--- config.mk ---
export PLATFORM = sky130hd
export DESIGN_NAME = booth_issue
export DESIGN_NICKNAME = d
export VERILOG_FILES = /design/src/rtl/booth_pkg.sv /design/src/rtl/booth_op_fifo.sv /design/src/rtl/booth_issue.sv
export SDC_FILE = /design/constraint.sdc
export NUM_CORES = 1
export LEC_CHECK = 0
export ABC_AREA = 0
export BUFFER_PORTS_ARGS = -buffer_cell sky130_fd_sc_hd__buf_2
export CAP_MARGIN = 20
export CORE_UTILIZATION = 40
export CTS_CLUSTER_DIAMETER = 120
export CTS_CLUSTER_SIZE = 10
export DETAILED_ROUTE_END_ITERATION = 10
export HOLD_SLACK_MARGIN = 0.12
export PLACE_DENSITY = 0.56
export SLEW_MARGIN = 20
export SYNTH_ARGS = -nofsm -noshare
export SYNTH_HDL_FRONTEND = slang
export SYNTH_SLANG_ARGS = --single-unit
--- constraint.sdc ---
create_clock -name clk -period 4.05 [get_ports clk]
set_input_delay 0.405 -clock clk [delete_from_list [all_inputs] [get_ports clk]]
set_output_delay 0.405 -clock clk [all_outputs]
set_load 0.005 [all_outputs]
--- src/rtl/booth_pkg.sv ---
// Shared types and defaults for the Booth multiplier issue/collect stage.
package booth_pkg;

  localparam int BOOTH_N       = 8;
  localparam int BOOTH_DEPTH   = 4;
  localparam int BOOTH_TIMEOUT = 64;

  typedef enum logic [2:0] {
    IDLE  = 3'd0,
    ISSUE = 3'd1,
    ARM   = 3'd2,
    RUN   = 3'd3,
    CAPT  = 3'd4
  } state_t;

  // Occupancy needs one extra bit so that "full" (== depth) is representable.
  function automatic int booth_pend_w(input int depth);
    return $clog2(depth) + 1;
  endfunction

  localparam int BOOTH_PEND_W = booth_pend_w(BOOTH_DEPTH);

endpackage

--- src/rtl/booth_op_fifo.sv ---
// Operand-pair FIFO: power-of-two depth, wrapping pointers, occupancy counter.
module booth_op_fifo
  import booth_pkg::*;
#(
  parameter int W     = 2 * BOOTH_N,
  parameter int DEPTH = BOOTH_DEPTH
) (
  input  logic                            clk,
  input  logic                            rst,
  input  logic                            push,
  input  logic                            pop,
  input  logic [W-1:0]                    wdata,
  output logic [W-1:0]                    rdata,
  output logic                            full,
  output logic                            empty,
  output logic [booth_pend_w(DEPTH)-1:0]  count
);

  localparam int AW = $clog2(DEPTH);
  localparam int CW = booth_pend_w(DEPTH);

  logic [W-1:0]  mem [DEPTH];
  logic [AW-1:0] wr_ptr;
  logic [AW-1:0] rd_ptr;
  logic          do_push;
  logic          do_pop;

  assign full    = (count == CW'(DEPTH));
  assign empty   = (count == '0);
  assign do_push = push && !full;
  assign do_pop  = pop && !empty;
  assign rdata   = mem[rd_ptr];

  always_ff @(posedge clk or posedge rst) begin
    if (rst) begin
      wr_ptr <= '0;
      rd_ptr <= '0;
      count  <= '0;
    end else begin
      if (do_push) wr_ptr <= wr_ptr + 1'b1;
      if (do_pop)  rd_ptr <= rd_ptr + 1'b1;
      case ({do_push, do_pop})
        2'b10:   count <= count + 1'b1;
        2'b01:   count <= count - 1'b1;
        default: count <= count;
      endcase
    end
  end

  // Storage needs no reset; clearing the pointers discards the contents.
  always_ff @(posedge clk) begin
    if (do_push) mem[wr_ptr] <= wdata;
  end

endmodule

--- src/rtl/booth_issue.sv ---
// Issues queued operand pairs to an external sequential Booth multiplier one at
// a time, collects each product, and guards the handshake with a watchdog.
//
// state | meaning
// IDLE  | wait for a queued pair and a free output register, then pop it
// ISSUE | start pulse to the multiplier
// ARM   | wait for busy to rise
// RUN   | wait for busy to fall; product captured on leaving
// CAPT  | product presented, return to IDLE
module booth_issue
  import booth_pkg::*;
#(
  parameter int n       = BOOTH_N,
  parameter int DEPTH   = BOOTH_DEPTH,
  parameter int TIMEOUT = BOOTH_TIMEOUT
) (
  input  logic                            clk,
  input  logic                            rst,
  input  logic                            in_valid,
  output logic                            in_ready,
  input  logic [n-1:0]                    in_a,
  input  logic [n-1:0]                    in_b,
  output logic [n-1:0]                    op1,
  output logic [n-1:0]                    op2,
  output logic                            start,
  input  logic                            busy,
  input  logic [2*n-1:0]                  o,
  output logic                            out_valid,
  input  logic                            out_ready,
  output logic [2*n-1:0]                  out_p,
  output logic [booth_pend_w(DEPTH)-1:0]  pending,
  output logic                            err
);

  localparam int WD_W = $clog2(TIMEOUT + 1);
  localparam logic [WD_W-1:0] WD_LOAD = WD_W'(TIMEOUT - 1);

  state_t          state;
  state_t          state_nx;
  logic            pop;
  logic            capture;
  logic            wd_fire;
  logic            timeout;
  logic            fifo_full;
  logic            fifo_empty;
  logic [2*n-1:0]  head;
  logic [WD_W-1:0] wd;

  booth_op_fifo #(
    .W     (2 * n),
    .DEPTH (DEPTH)
  ) u_fifo (
    .clk   (clk),
    .rst   (rst),
    .push  (in_valid),
    .pop   (pop),
    .wdata ({in_a, in_b}),
    .rdata (head),
    .full  (fifo_full),
    .empty (fifo_empty),
    .count (pending)
  );

  assign in_ready = !fifo_full;
  assign start    = (state == ISSUE);
  assign timeout  = ((state == ARM) || (state == RUN)) && (wd == '0);

  always_comb begin
    state_nx = state;
    pop      = 1'b0;
    capture  = 1'b0;
    wd_fire  = 1'b0;
    case (state)
      IDLE: begin
        if (!fifo_empty && !out_valid) begin
          pop      = 1'b1;
          state_nx = ISSUE;
        end
      end
      ISSUE: state_nx = ARM;
      ARM: begin
        if (busy) begin
          state_nx = RUN;
        end else if (timeout) begin
          wd_fire  = 1'b1;
          state_nx = IDLE;
        end
      end
      RUN: begin
        // Latch on the edge that sees busy low so out_valid is up during CAPT.
        if (!busy) begin
          capture  = 1'b1;
          state_nx = CAPT;
        end else if (timeout) begin
          wd_fire  = 1'b1;
          state_nx = IDLE;
        end
      end
      CAPT:    state_nx = IDLE;
      default: state_nx = IDLE;
    endcase
  end

  always_ff @(posedge clk or posedge rst) begin
    if (rst) begin
      state     <= IDLE;
      op1       <= '0;
      op2       <= '0;
      out_valid <= 1'b0;
      out_p     <= '0;
      err       <= 1'b0;
      wd        <= WD_LOAD;
    end else begin
      state <= state_nx;
      if (pop) begin
        op1 <= head[2*n-1:n];
        op2 <= head[n-1:0];
      end
      if (capture) begin
        out_valid <= 1'b1;
        out_p     <= o;
      end else if (out_ready) begin
        out_valid <= 1'b0;
      end
      if (wd_fire) err <= 1'b1;
      // Watchdog reloads on every state change and counts down while waiting.
      if (state_nx != state) begin
        wd <= WD_LOAD;
      end else if (wd != '0) begin
        wd <= wd - 1'b1;
      end
    end
  end

endmodule
Yosys cells after proc, flatten, opt, wreduce, memory -nomap -nowiden

Memories as Yosys holds them, arrays and structs flattened. A register that Yosys moved wholly into a read port is not among the register bits.
Cells that the tools add are included.

Multiplexer cells: 20
Reduce and logical (&&, ||, !) cells: 15
Add/sub/neg operators: 5
Equality and inequality tests: 7

Operators by type and width:

| kind                                                               | count |
|---|---|
| 7-bit two-way mux                                                  | 2 |
| 3-bit two-way mux                                                  | 4 |
| 3-bit one-hot mux with 4 select lines                              | 1 |
| 1-bit two-way mux                                                  | 11 |
| 7-bit zero test                                                    | 1 |
| 7-bit nonzero test                                                 | 1 |
| 7-bit by 1-bit subtractor with 7-bit output, second input constant | 1 |
| 3-bit by 2-bit == test with 1-bit output, second input constant    | 2 |
| 3-bit zero test                                                    | 2 |
| 3-bit one-hot mux with 2 select lines                              | 1 |
| 2-bit nonzero test                                                 | 3 |
| 2-bit by 1-bit adder with 2-bit output, second input constant      | 2 |
| 1-bit logical AND                                                  | 4 |
| 3-bit by 1-bit adder with 3-bit output, second input constant      | 1 |
| 3-bit by 1-bit == test with 1-bit output, second input constant    | 1 |
| 3-bit == test, second input constant                               | 1 |
| 1-bit zero test                                                    | 3 |
| 3-bit inequality test                                              | 1 |
| 3-bit by 1-bit subtractor with 3-bit output, second input constant | 1 |
| 2-bit by 1-bit == test with 1-bit output, second input constant    | 1 |
| 2-bit == test, second input constant                               | 1 |
| 1-bit one-hot mux with 2 select lines                              | 1 |
| 1-bit logical OR                                                   | 1 |

Memories: 1
RAM bits: 64
Output and inout port bits: 39
Register bits: 35
Logic and storage cells: 56

Memory list:

| name       | words | bits a word | read ports | clocked after Yosys merged registers in | wr ports | RTL line            | RTL |
|---|---|---|---|---|---|---|---|
| u_fifo.mem | 4     | 16          | 1          | 1                                       | 1        | booth_op_fifo.sv:22 | `logic [W-1:0] mem [DEPTH];` |

Longest topological paths before layout

Depth in word-level cells: 8
Depth in mapped cells: 9
Gate-level depth less buffers: 9

Cells and area by module

A second synthesis with hierarchy kept.

Cells, all modules: 258
Area total of the unflattened synthesis: 4,687.0 sq um

Modules (own cells, without submodules):

| module        | seq. area each (sq um) | area each (sq um) | cells an instance | instances |
|---|---|---|---|---|
| booth_op_fifo | 2,097.0                | 2,778.9           | 122               | 1 |
| booth_issue   | 1,108.6                | 1,908.1           | 136               | 1 |

Least setup slack after synthesis

No wires, ideal clock.

Kind: register to register
Start: register state[0]
End: register u_fifo.count[2]
Data arrival time: 2.319 ns
Setup time: 0.079 ns
Path buffers: 1
Data required time: 3.971 ns
Slack: 1.651 ns
Stages on the path, launching flop included: 10
Cell sequence: dfrtp_1 > or4_4 > nor2_8 > buf_12 > ha_1 > inv_1 > fa_1 > xor2_1 > nor2_1 > xor2_1

Word-level cells in the longest chain between the ends: 5
Elaborated cells between the ends (all ways): 7
Those cells by class: eq/ne: 2; mux: 2; reduce/logical: 3

Ends and longest elaborated chain:

| element                                                                     | RTL line            | RTL |
|---|---|---|
| start: declaration                                                          | booth_issue.sv:38   | `state_t state;` |
| start signal: assignment                                                    | booth_issue.sv:114  | `state <= state_nx;` |
| 3-bit zero test *                                                           | booth_issue.sv:73   | `case (state)` |
| 1-bit two-way mux *                                                         | booth_issue.sv:73   |  |
| 1-bit logical AND *                                                         | booth_op_fifo.sv:31 | `assign do_pop = pop && !empty;` |
| via u_fifo.do_pop                                                           | booth_op_fifo.sv:26 | `logic do_pop;` |
| 2-bit by 1-bit == test with 1-bit output or 2-bit == test (tied branches)   | booth_op_fifo.sv:42 | `case ({do_push, do_pop})` |
| 3-bit one-hot mux with 2 select lines or 2-bit nonzero test (tied branches) | --                  |  |
| end signal: assignment                                                      | booth_op_fifo.sv:43 | `2'b10: count <= count + 1'b1;` |
| end signal: assignment                                                      | booth_op_fifo.sv:44 | `2'b01: count <= count - 1'b1;` |
| end signal: assignment                                                      | booth_op_fifo.sv:45 | `default: count <= count;` |
| end: declaration                                                            | booth_op_fifo.sv:16 | `output logic [booth_pend_w(DEPTH)-1:0] count` |

Mark *: on every way through the listed nets, which the timed path passes. The rest lies on a longest branch.
A chain may end at the register's enable or synchronous reset.

Worst setup path after layout

Start: register state[0]
End: register u_fifo.count[2]

Word-level cells in the longest chain between the ends: 5
Elaborated cells between the ends (all ways): 7
Those cells by class: eq/ne: 2; mux: 2; reduce/logical: 3

Ends and longest elaborated chain:

| element                                                                     | RTL line |
|---|---|
| 3-bit zero test *                                                           | booth_issue.sv:73 |
| 1-bit two-way mux *                                                         | booth_issue.sv:73 |
| 1-bit logical AND *                                                         | booth_op_fifo.sv:31 |
| 2-bit by 1-bit == test with 1-bit output or 2-bit == test (tied branches)   | booth_op_fifo.sv:42 |
| 3-bit one-hot mux with 2 select lines or 2-bit nonzero test (tied branches) | -- |

Mark *: on every way between the ends. The rest lies on a longest branch, timed or not.

==> flow_summary.json <==
{
  "wl_per_cell_um": 16.5,
  "h-tree-depth": 4,
  "rows": 38,
  "end_kind": "register",
  "setup_viol": 0,
  "synth_area_leader_cell": "edfxtp_1",
  "yosysSeqAreaShare": 0.691,
  "core_mm2": 0.0111,
  "synth_seq_cells": 115,
  "drtAntennaViolNets": 0,
  "grt_pass1_vias": 2513,
  "r2r_cells": 8,
  "slowest_stage": "or4_4",
  "cts_root_buf": "clkbuf_16",
  "antenna_found_initial": 0,
  "io_pins": 76,
  "p_seq_frac": 0.406,
  "synthesis.instances": 254,
  "multi_input_area_mm2": 0.00131,
  "ys_types": 46,
  "drtIter0Drc": 94,
  "post-place-cells": 464,
  "maxSlewViolCount": 0,
  "netSwitchingFraction": 0.283,
  "fp.dieH_um": 110,
  "synth-main-ff-cell": "edfxtp_1",
  "synth-warning-count": 0,
  "hpwlAfterDp_um": 5210,
  "layout-drive-gt1-share": 0.492,
  "syn_avg_cell_area_um2": 18.3,
  "grt_max_degree": 52,
  "cellInternalPower_mw": 3.28,
  "firstDrtPassIters": 4,
  "cp_data_required_time_ns": 4.38,
  "worstPathMaxFanout": 19,
  "max_stage_delay_ns": 0.59,
  "cp-start-kind": "register",
  "async_reset_ff_frac": 0.443,
  "hold_buffers": 0,
  "die-area_mm2": 0.0120,
  "synth_edf_count": 64,
  "synthTopCellsByArea": "edfxtp_1, dfrtp_1, mux4_2, mux2_2, dfstp_2",
  "skew_ns": 0.00605,
  "p_total_mw": 4.58,
  "critPathMostFrequentCell": "xor2_1",
  "max_cap_viol_count": 0,
  "layout.nets": 388,
  "cts.reportedPaths.clkPinSlew_ns": 0.05,
  "n_antenna_cell": 0,
  "final_core_util": 0.518,
  "synth_top_area_share": 0.414,
  "finalHoldViolations": 0,
  "cts_tree": "built",
  "avgViaCountPerCell": 4.91,
  "post_cts_buffers": 0,
  "p_per_area_mw_per_mm2": 799,
  "cts_buffer_depth": 2,
  "drc_errors": 0,
  "clock.fmax_mhz": 383,
  "reg2reg_slack_ns": 1.44,
  "combPwrFrac": 0.265,
  "rr_endpoint": "u_fifo.count[2]",
  "grt_use_total": 0.155,
  "grt_setup_unrepaired": "no",
  "reg2reg_from": "state[0]",
  "clk_latency_ns": 0.40,
  "power_frac_clock": 0.329,
  "worstPathCellList": "or4_4 -> nor2_8 -> ha_1 -> inv_1 -> fa_1 -> xor2_1 -> nor2_1 -> xor2_1",
  "place.gp.congestion": 0.783,
  "fin_cells": 496,
  "seq_area_mm2": 0.00321,
  "cts_num_sinks": 115,
  "peakVddDrop_mv": 0.399,
  "leakagePower_nw": 2.32,
  "arrival_ns": 2.94,
  "switching_power_mw": 1.30,
  "totalWireLength_um": 8200,
  "status": "complete, no violations",
  "synth_area_mm2": 0.00464,
  "hold_class": "input port to async pin",
  "grt_pass1_wl_um": 13000,
  "fin_crit_ns": 2.61,
  "fin_setup_tns_ns": 0,
  "die_x_um": 110,
  "vias": 2433,
  "initial_core_util": 0.419,
  "tightest_slew_ns": 0.906,
  "syn_to_final_growth_pct": 23.7,
  "finalCritPeriodShare": 0.644,
  "slew_headroom": 0.396,
  "gr-total-overflow": 0,
  "io_buffers": 75,
  "nFillCells": 923,
  "cts_buffers": 17,
  "hold_ws_ns": 0.186,
  "synth_nets": 299,
  "worstSetupPathType": "register to register",
  "cts-resized-gates": 0
}
power groups by stage:
stage / logic, mW / registers [mW] / clock network [mW]
final: 1.22 / 1.86 / 1.51
after global routing: 1.35 / 1.91 / 1.59
after global placement: 1.23 / 1.88 / 0
after floorplan: 0.935 / 1.81 / 0
after CTS: 1.25 / 1.87 / 1.54
after detailed placement: 1.25 / 1.89 / 0
kinds of logic after synthesis:
group           share of synthesized area
flops                               0.691
fa+ha+maj                          0.0232
simple gates                       0.0542
mux                                 0.168
compound gates                     0.0232
buf+inv                            0.0270
xor+xnor                           0.0132
worst max path at each step:
stage | cells past startpoint | slack, ns | to | from
6_report | 8 | 1.44 | u_fifo.count[2] | state[0]
5_1_grt | 8 | 1.32 | u_fifo.count[2] | state[0]
4_1_cts | 8 | 1.41 | u_fifo.count[2] | state[0]
3_5_place_dp | 8 | 1.43 | u_fifo.count[2] | state[0]
3_3_place_gp | 8 | 1.47 | u_fifo.count[2] | state[0]
2_1_floorplan | 9 | 1.65 | u_fifo.count[2] | state[0]
metrics by stage:
stage          setup WS [ns]  cell area, µm²
2_1_floorplan           1.65            4640
3_3_place_gp            1.47            5130
3_5_place_dp            1.43            5130
4_1_cts                 1.41            5740
5_1_grt                 1.32            5740
6_report                1.44            5740
critical path: cells and delay by family (launching register included):
kind,cells,cell delay (ns)
xor gates and xnor gates,2,0.30
adders and majority gates,2,0.63
buffers and inverters,1,0.06
DFF,1,0.43
and+or+nand+nor,3,1.11
layout by cell type, fill, tap and decap left out, drive strengths merged, types with 2 or more instances in the layout:
cell,instances
buf,78
edfxtp,64
dfrtp,45
mux2,33
clkbuf,17
mux4,16
inv,12
nand2,8
ha,7
nor2,7
clkinvlp,6
dfstp,6
o21ai,5
xnor2,4
and3,4
clkinv,4
xor2,3
nand3,3
or3b,3
nor2b,3
bufinv,3
mux2i,2
or3,2
o211ai,2
nor3b,2
nor3,2
and2,2
state kept, by name, indices dropped and copies added (netlist names):
register	flops
u_fifo.wr_ptr	2
op1	8
state	3
u_fifo.count	3
wd	7
err	1
u_fifo.rd_ptr	2
u_fifo.mem	64
op2	8
out_valid	1
out_p	16
area by class of cell:
type / instances / share of cell area
Sequential cell: 115 / 0.559
Multi-Input combinational cell: 121 / 0.229
Clock buffer: 17 / 0.0742
Timing Repair Buffer: 78 / 0.0694
Clock inverter: 15 / 0.0321
Tap cell: 140 / 0.0305
Inverter: 10 / 0.00654
layer usage:
layer | vias up | wire length, µm | part of all wire | GRT usage
li1 | 1154 | - | - | -
met1 | 1225 | 3600 | 0.44 | 0.196
met2 | 42 | 4140 | 0.51 | 0.238
met3 | 12 | 315 | 0.038 | 0.0522
met4 | 0 | 140 | 0.017 | 0.0771
met5 | - | 0 | 0 | 0
cells in the mapped netlist, types with 3 or more instances:
master,number
mux4_2,16
mux2_4,7
mux2_2,26
xor2_1,3
nand2_1,7
nor2b_1,3
nor2_1,6
edfxtp_1,64
o21ai_0,4
ha_1,7
dfrtp_1,45
xnor2_1,4
dfstp_2,6
nand3_1,3
or3b_2,3
inv_1,10
and3_1,4
Power figures use the tool's default switching activity.
